--- config.mk ---
export PLATFORM = sky130hd
export DESIGN_NAME = axi_frame_reader
export DESIGN_NICKNAME = d
export VERILOG_FILES = /design/src/rtl/axi_frame_reader.sv
export SDC_FILE = /design/constraint.sdc
export NUM_CORES = 2
export LEC_CHECK = 0
export CAP_MARGIN = 20
export CORE_AREA = 2 2 435 437
export CTS_CLUSTER_DIAMETER = 120
export DETAILED_ROUTE_END_ITERATION = 7
export DIE_AREA = 0 0 437 439
export GPL_ROUTABILITY_DRIVEN = 0
export GPL_TIMING_DRIVEN = 1
export SLEW_MARGIN = 15
export SYNTH_ARGS = -nofsm -noshare
export SYNTH_HDL_FRONTEND = slang
export SYNTH_SLANG_ARGS = --single-unit
--- constraint.sdc ---
create_clock -name clk_i -period 3.64 [get_ports clk_i]
set_clock_uncertainty 0.1 [all_clocks]
set_input_delay 0.546 -clock clk_i [delete_from_list [all_inputs] [get_ports clk_i]]
set_output_delay 0.546 -clock clk_i [all_outputs]
set_load 0.02 [all_outputs]
--- src/rtl/axi_frame_reader.sv ---
`default_nettype none
// ============================================================================
// Module   : axi_frame_reader
// Desc     : AXI4 burst read master streaming a stored 32-bit/pixel frame out
//            as a valid/ready pixel stream with SOF/EOL markers.
// Revision : 1.0
// ============================================================================
module axi_frame_reader #(
    parameter int FRAME_WIDTH  = 1920,
    parameter int FRAME_HEIGHT = 1080,
    parameter int BURST_LEN    = 16,
    parameter int FIFO_DEPTH   = 64
) (
    input  logic        clk_i,
    input  logic        rst_i,
    input  logic [31:0] frame_base_i,
    input  logic        frame_start_i,
    output logic        busy_o,
    output logic        done_o,
    output logic        error_o,
    output logic [31:0] m_axi_araddr,
    output logic [7:0]  m_axi_arlen,
    output logic [2:0]  m_axi_arsize,
    output logic [1:0]  m_axi_arburst,
    output logic        m_axi_arvalid,
    input  logic        m_axi_arready,
    input  logic [31:0] m_axi_rdata,
    input  logic [1:0]  m_axi_rresp,
    input  logic        m_axi_rlast,
    input  logic        m_axi_rvalid,
    output logic        m_axi_rready,
    output logic [23:0] pix_data_o,
    output logic        pix_valid_o,
    input  logic        pix_ready_i,
    output logic        pix_sof_o,
    output logic        pix_eol_o
);

    localparam int TOTAL = FRAME_WIDTH * FRAME_HEIGHT;
    localparam int RW    = $clog2(TOTAL + 1);
    localparam int AW    = $clog2(FIFO_DEPTH);
    localparam int XW    = (FRAME_WIDTH  > 1) ? $clog2(FRAME_WIDTH)  : 1;
    localparam int YW    = (FRAME_HEIGHT > 1) ? $clog2(FRAME_HEIGHT) : 1;

    localparam logic [31:0]   C_ALIGN_MASK = ~(32'(BURST_LEN * 4) - 32'd1);
    localparam logic [31:0]   C_TOTAL      = 32'(TOTAL);
    localparam logic [31:0]   C_BURST      = 32'(BURST_LEN);
    localparam logic [AW:0]   C_DEPTH      = (AW+1)'(FIFO_DEPTH);
    localparam logic [XW-1:0] C_X_LAST     = XW'(FRAME_WIDTH - 1);
    localparam logic [YW-1:0] C_Y_LAST     = YW'(FRAME_HEIGHT - 1);

    typedef enum logic [1:0] {
        S_IDLE  = 2'd0,
        S_ADDR  = 2'd1,
        S_DATA  = 2'd2,
        S_DRAIN = 2'd3
    } state_t;

    state_t          r_state, w_state_nxt;
    logic [31:0]     r_araddr;
    logic [7:0]      r_arlen;
    logic [7:0]      r_beat;
    logic [RW-1:0]   r_remaining;
    logic            r_error;
    logic            r_done;
    logic [23:0]     r_fifo [FIFO_DEPTH];
    logic [AW-1:0]   r_wr_ptr, r_rd_ptr;
    logic [AW:0]     r_count;
    logic [XW-1:0]   r_x;
    logic [YW-1:0]   r_y;

    logic            w_done_set;
    logic [AW:0]     w_free;
    logic            w_arvalid, w_ar_hs, w_rready, w_r_hs, w_last_beat;
    logic            w_pix_valid, w_pix_hs;
    logic [31:0]     w_rem32, w_beats32;
    logic            w_unused_ok;

    // Beats of the next burst for a given number of pixels still to fetch.
    function automatic logic [7:0] f_len(input logic [31:0] pixels);
        logic [31:0] beats;
        beats = (pixels >= C_BURST) ? C_BURST : pixels;
        return 8'(beats - 32'd1);
    endfunction

    assign w_free      = C_DEPTH - r_count;
    assign w_arvalid   = (r_state == S_ADDR) && (32'(w_free) >= C_BURST);
    assign w_ar_hs     = w_arvalid && m_axi_arready;
    assign w_rready    = (r_state == S_DATA);
    assign w_r_hs      = w_rready && m_axi_rvalid;
    assign w_last_beat = (r_beat == r_arlen);
    assign w_pix_valid = (r_count != '0);
    assign w_pix_hs    = w_pix_valid && pix_ready_i;
    assign w_rem32     = 32'(r_remaining);
    assign w_beats32   = 32'(r_arlen) + 32'd1;
    assign w_unused_ok = &{1'b0, m_axi_rdata[31:24]};

    always_comb begin
        w_state_nxt = r_state;
        w_done_set  = 1'b0;
        case (r_state)
            S_IDLE:  if (frame_start_i) w_state_nxt = S_ADDR;
            S_ADDR:  if (w_ar_hs) w_state_nxt = S_DATA;
            S_DATA: begin
                if (w_r_hs && w_last_beat)
                    w_state_nxt = (r_remaining != '0) ? S_ADDR : S_DRAIN;
            end
            S_DRAIN: begin
                if (r_count == '0) begin
                    w_state_nxt = S_IDLE;
                    w_done_set  = 1'b1;
                end
            end
            default: w_state_nxt = S_IDLE;
        endcase
    end

    always_ff @(posedge clk_i) begin
        if (rst_i) r_state <= S_IDLE;
        else       r_state <= w_state_nxt;
    end

    always_ff @(posedge clk_i) begin
        if (rst_i) begin
            r_araddr    <= '0;
            r_arlen     <= '0;
            r_beat      <= '0;
            r_remaining <= '0;
            r_error     <= 1'b0;
            r_done      <= 1'b0;
        end else begin
            r_done <= w_done_set;
            if (r_state == S_IDLE && frame_start_i) begin
                r_araddr    <= frame_base_i & C_ALIGN_MASK;
                r_arlen     <= f_len(C_TOTAL);
                r_remaining <= RW'(TOTAL);
                r_error     <= 1'b0;
            end
            if (w_ar_hs) begin
                r_remaining <= RW'(w_rem32 - w_beats32);
                r_araddr    <= r_araddr + (w_beats32 << 2);
                r_beat      <= '0;
            end
            // Burst length comes from our own beat count; RLAST is only checked.
            if (w_r_hs) begin
                r_beat <= r_beat + 8'd1;
                if ((m_axi_rresp != 2'b00) || (m_axi_rlast != w_last_beat))
                    r_error <= 1'b1;
                if (w_last_beat && r_remaining != '0)
                    r_arlen <= f_len(w_rem32);
            end
        end
    end

    always_ff @(posedge clk_i) begin
        if (w_r_hs) r_fifo[r_wr_ptr] <= m_axi_rdata[23:0];
    end

    always_ff @(posedge clk_i) begin
        if (rst_i) begin
            r_wr_ptr <= '0;
            r_rd_ptr <= '0;
            r_count  <= '0;
            r_x      <= '0;
            r_y      <= '0;
        end else begin
            if (w_r_hs) r_wr_ptr <= r_wr_ptr + AW'(1);
            if (w_pix_hs) begin
                r_rd_ptr <= r_rd_ptr + AW'(1);
                if (r_x == C_X_LAST) begin
                    r_x <= '0;
                    r_y <= (r_y == C_Y_LAST) ? '0 : r_y + YW'(1);
                end else begin
                    r_x <= r_x + XW'(1);
                end
            end
            r_count <= r_count + (AW+1)'(w_r_hs) - (AW+1)'(w_pix_hs);
        end
    end

    assign busy_o        = (r_state != S_IDLE);
    assign done_o        = r_done;
    assign error_o       = r_error;
    assign m_axi_araddr  = r_araddr;
    assign m_axi_arlen   = r_arlen;
    assign m_axi_arsize  = 3'h2;
    assign m_axi_arburst = 2'h1;
    assign m_axi_arvalid = w_arvalid;
    assign m_axi_rready  = w_rready;
    assign pix_data_o    = r_fifo[r_rd_ptr];
    assign pix_valid_o   = w_pix_valid;
    assign pix_sof_o     = w_pix_valid && (r_x == '0) && (r_y == '0);
    assign pix_eol_o     = w_pix_valid && (r_x == C_X_LAST);

endmodule
`default_nettype wire

==> flow_metrics.env <==
export IMPL_grt_first_pass_wirelength_um=230000
export IMPL_route_final_wire_length_um=159000
export IMPL_irDropWorstVdd_mv=0.462
export IMPL_synthesized_area_fraction_occupied_by_xor_and_xnor_cells_pct=0.794
export IMPL_clock_tree_buffer_depth=3
export IMPL_layout_nets=3719
export IMPL_synth_lib_cells_used_distinct=69
export IMPL_post_route_cells_drive_above_1_share_pct=33.4
export IMPL_first_global_vias=33200
export IMPL_totalNegativeSetupSlack_ns=-8.10
export IMPL_drtPass1Iterations=5
export IMPL_reg2reg_from="m_axi_arlen[1]"
export IMPL_first_iter_violations=3074
export IMPL_critPathTopFamily="multiplexers"
export IMPL_synth_seq_area_share_pct=74.5
export IMPL_min_from="m_axi_rdata[2]"
export IMPL_worst_path_max_delay_cell="sky130_fd_sc_hd__mux4_2"
export IMPL_area_added_between_synthesis_and_finish_pct=21.6
export IMPL_reg2reg_to="m_axi_araddr[31]"
export IMPL_yosys_area_share_simple_pct=3.46
export IMPL_finalHoldViolCount=0
export IMPL_outcome="finished with violations"
export IMPL_worstPathMaxFanout=7
export IMPL_globalRouteTotalUtil_pct=16.4
export IMPL_drt_antenna_violating_nets=0
export IMPL_cells_along_the_critical_path="buf_12, buf_12, buf_12, buf_16, mux4_2, mux4_2, a22oi_2, buf_4, nand2_2, buf_6"
export IMPL_hold_path_depth=1
export IMPL_worst_r2r_cell_count=12
export IMPL_setup_slack_of_the_most_critical_reg_to_reg_path_ns=0.29
export IMPL_worst_path_largest_cell_delay_ns=0.56
export IMPL_grt_overflow_total=0
export IMPL_clock_tree_from_tritoncts="built"
export IMPL_number_of_top_level_design_ports=150
export IMPL_grt_antenna_before_repair=10
export IMPL_fp_row_count=159
export IMPL_min_path_type="input port to flop"
export IMPL_setup_repair_after_global_routing_missed_its_margin="yes"
export IMPL_grt_start_max_net_pins=65
export IMPL_synth_compound_gate_area_share_pct=2.35
export IMPL_hold_slack_ns=0.0516
export IMPL_final_setup_viol_count=24
export IMPL_die_x_um=437
export IMPL_critPathMostFrequentCell="sky130_fd_sc_hd__buf_12"
export IMPL_core_area_um2=187000
export IMPL_post_route_min_period_ns=4.05
export IMPL_violated_checks="negative setup slack"
export IMPL_post_synth_inst_count=3149
export IMPL_critical_path_startpoint_type="flop"
export IMPL_leakage_nw=24.6
export IMPL_dieArea_um2=192000
export IMPL_synth_top_family_by_area="multiplexers"
export IMPL_syn_area_um2=65100
export IMPL_synth_ff_latch_count=1654
export IMPL_vias=32900
export IMPL_worst_slew_pin_transition_ns=1.06
export IMPL_detail_routed_via_count_per_cell=5.27
export IMPL_cts_root_buffer="sky130_fd_sc_hd__clkbuf_16"
export IMPL_clkSinkCount=1654
export IMPL_wl_per_cell_um=25.5
export IMPL_drv_max_cap_violation_count=0
export IMPL_die_h_um=439
export IMPL_slew_limit_headroom_pct=29.2
export IMPL_setup_worst_path_end_class="output pin"
export IMPL_synth_mux_area_share_pct=16.7
export IMPL_place_detailed_hpwl_um=93600
export IMPL_worstSkewPairLatency_ns=0.78
export IMPL_critPathKind="flop to output pin"
export IMPL_cp_buffers_inverters=6
export IMPL_synth_main_ff_cell="sky130_fd_sc_hd__edfxtp_1"
export IMPL_dpl_cell_count=5845
export IMPL_report_final_slew_viol_count=0
export IMPL_report_power_total_w=0.0472
export IMPL_stdcell_count=6244
export IMPL_effective_utilization_at_floorplan_pct=34.8
export IMPL_power_density_nw_per_um2=596
export IMPL_cts_hold_repair_buffers=0
export IMPL_synth_fa_ha_area_share_pct=0.823
export IMPL_clkTransAtPathRegs_ns=0.06
export IMPL_final_setup_worst_slack_ns=-0.405
export IMPL_fin_crit_sh_pct=111
export IMPL_post_route_drc_count=0
export IMPL_htree_num_levels=4
export IMPL_port_buffers=128
export IMPL_asyncSetResetFlopFracSynth_pct=0
export IMPL_mean_area_per_synthesized_cell_um2=20.7
export IMPL_max_clock_freq_mhz=247
export IMPL_numCtsBuffers=163
export IMPL_worst_ep_arrival_time_ns=3.40
export IMPL_min_to="r_fifo[43][2]"
export IMPL_ys_warnings_count=0
export IMPL_number_of_enable_flip_flop_cells_after_synthesis=1536
export IMPL_timing_critical_path_required_ns=2.99
## registers in the layout, indices dropped and copies added, names as in the netlist, named ones only
register and count:
m_axi_araddr 30, r_remaining 21, m_axi_arlen 8, r_beat 8
r_state 2, r_x 11, r_wr_ptr 6, r_rd_ptr 6
r_fifo 1536, done_o 1, error_o 1, r_count 7
r_y 11
## through the flow
step | area (um2) | util, % | worst slack, ns
after floorplan | 65100 | - | 0.258
after global routing | 79100 | 42.3 | -0.489
after CTS | 78600 | 42.0 | -0.465
after global placement | 71700 | 38.4 | -0.0825
after detailed placement | 71700 | 38.4 | -0.0958
final | 79100 | 42.3 | -0.405
## cell usage after synthesis, types with 24 or more instances
cell / count / area, um2
sky130_fd_sc_hd__clkbuf_1: 125 / 469
sky130_fd_sc_hd__a21oi_1: 51 / 255
sky130_fd_sc_hd__mux4_2: 480 / 10800
sky130_fd_sc_hd__dfxtp_1: 118 / 2360
sky130_fd_sc_hd__a22oi_1: 59 / 443
sky130_fd_sc_hd__o21ai_0: 25 / 125
sky130_fd_sc_hd__nor2_1: 165 / 619
sky130_fd_sc_hd__ha_1: 38 / 475
sky130_fd_sc_hd__xor2_1: 35 / 307
sky130_fd_sc_hd__buf_1: 40 / 150
sky130_fd_sc_hd__xnor2_1: 24 / 210
sky130_fd_sc_hd__nand2_1: 97 / 364
sky130_fd_sc_hd__nand3_1: 40 / 200
sky130_fd_sc_hd__edfxtp_1: 1536 / 46100
sky130_fd_sc_hd__inv_1: 43 / 161
## worst max path at each step
stage,startpoint,endpoint,slack (ns),depth (start not counted)
6_report,flop,pix_data_o[13],-0.41,10
5_1_grt,flop,pix_data_o[14],-0.49,11
4_1_cts,flop,pix_data_o[13],-0.46,10
3_5_place_dp,flop,pix_data_o[19],-0.1,7
3_3_place_gp,flop,pix_data_o[19],-0.08,7
2_1_floorplan,r_count[2],r_count[6],0.26,17
## cells in the final DEF (no fill, tap or decap), types with 40 or more instances in the layout
cell,count
sky130_fd_sc_hd__clkbuf_16,170
sky130_fd_sc_hd__inv_1,43
sky130_fd_sc_hd__nor2_1,100
sky130_fd_sc_hd__dfxtp_1,112
sky130_fd_sc_hd__edfxtp_1,1536
sky130_fd_sc_hd__buf_12,88
sky130_fd_sc_hd__nand2_1,77
sky130_fd_sc_hd__nand3_1,40
sky130_fd_sc_hd__a22oi_2,43
sky130_fd_sc_hd__clkdlybuf4s50_1,76
sky130_fd_sc_hd__mux4_2,480
sky130_fd_sc_hd__nor2_4,64
sky130_fd_sc_hd__buf_4,199
sky130_fd_sc_hd__a21oi_1,51
sky130_fd_sc_hd__buf_6,45
## timing repair
action / CTS / global route
gates resized for setup: 244 / 30
cloned: 14 / 2
buffers inserted: 48 / 16
endpoints found under the hold margin: 0 / 0
pin swaps: 38 / 21
endpoints found under the setup margin: 27 / 27
## metal layers
layer / up-vias / part of all wire [%] / global-route usage, %
li1: 14100 / - / -
met3: 212 / 5.9 / 3.01
met2: 967 / 49 / 26.9
met1: 17700 / 43 / 22.3
met5: - / 0.0069 / 0
met4: 2 / 2.2 / 4.78
## kinds of logic (layout without fill, tap and decap cells)
kind of cell	after synthesis	in the layout
xor gates and xnor gates	59	59
DFF	1654	1654
buffers and inverters	217	805
AOI/OAI and AO/OA	227	227
adders and majority gates	41	41
and+or+nand+nor	461	461
other	2	14
muxes	488	488
## where the power goes
group	total [W]	internal, W	switching [W]	leakage, nW
Combinational	0.00925	0.00502	0.00422	7.20
Clock	0.0169	0.00965	0.00722	2.61
Sequential	0.0211	0.0209	0.000172	14.8
## final cells by class
cell class              instances  area [um2]
fillers                     16200      108000
multi-input cells            1283       16600
inverters                      43         161
repair buffers                460        5370
well taps                    2495        3120
clock inverters                96        1000
flip-flops and latches       1654       48500
diodes                          7        17.5
clock buffers                 206        4380
Note: power is estimated with default switching activity, not from simulation.
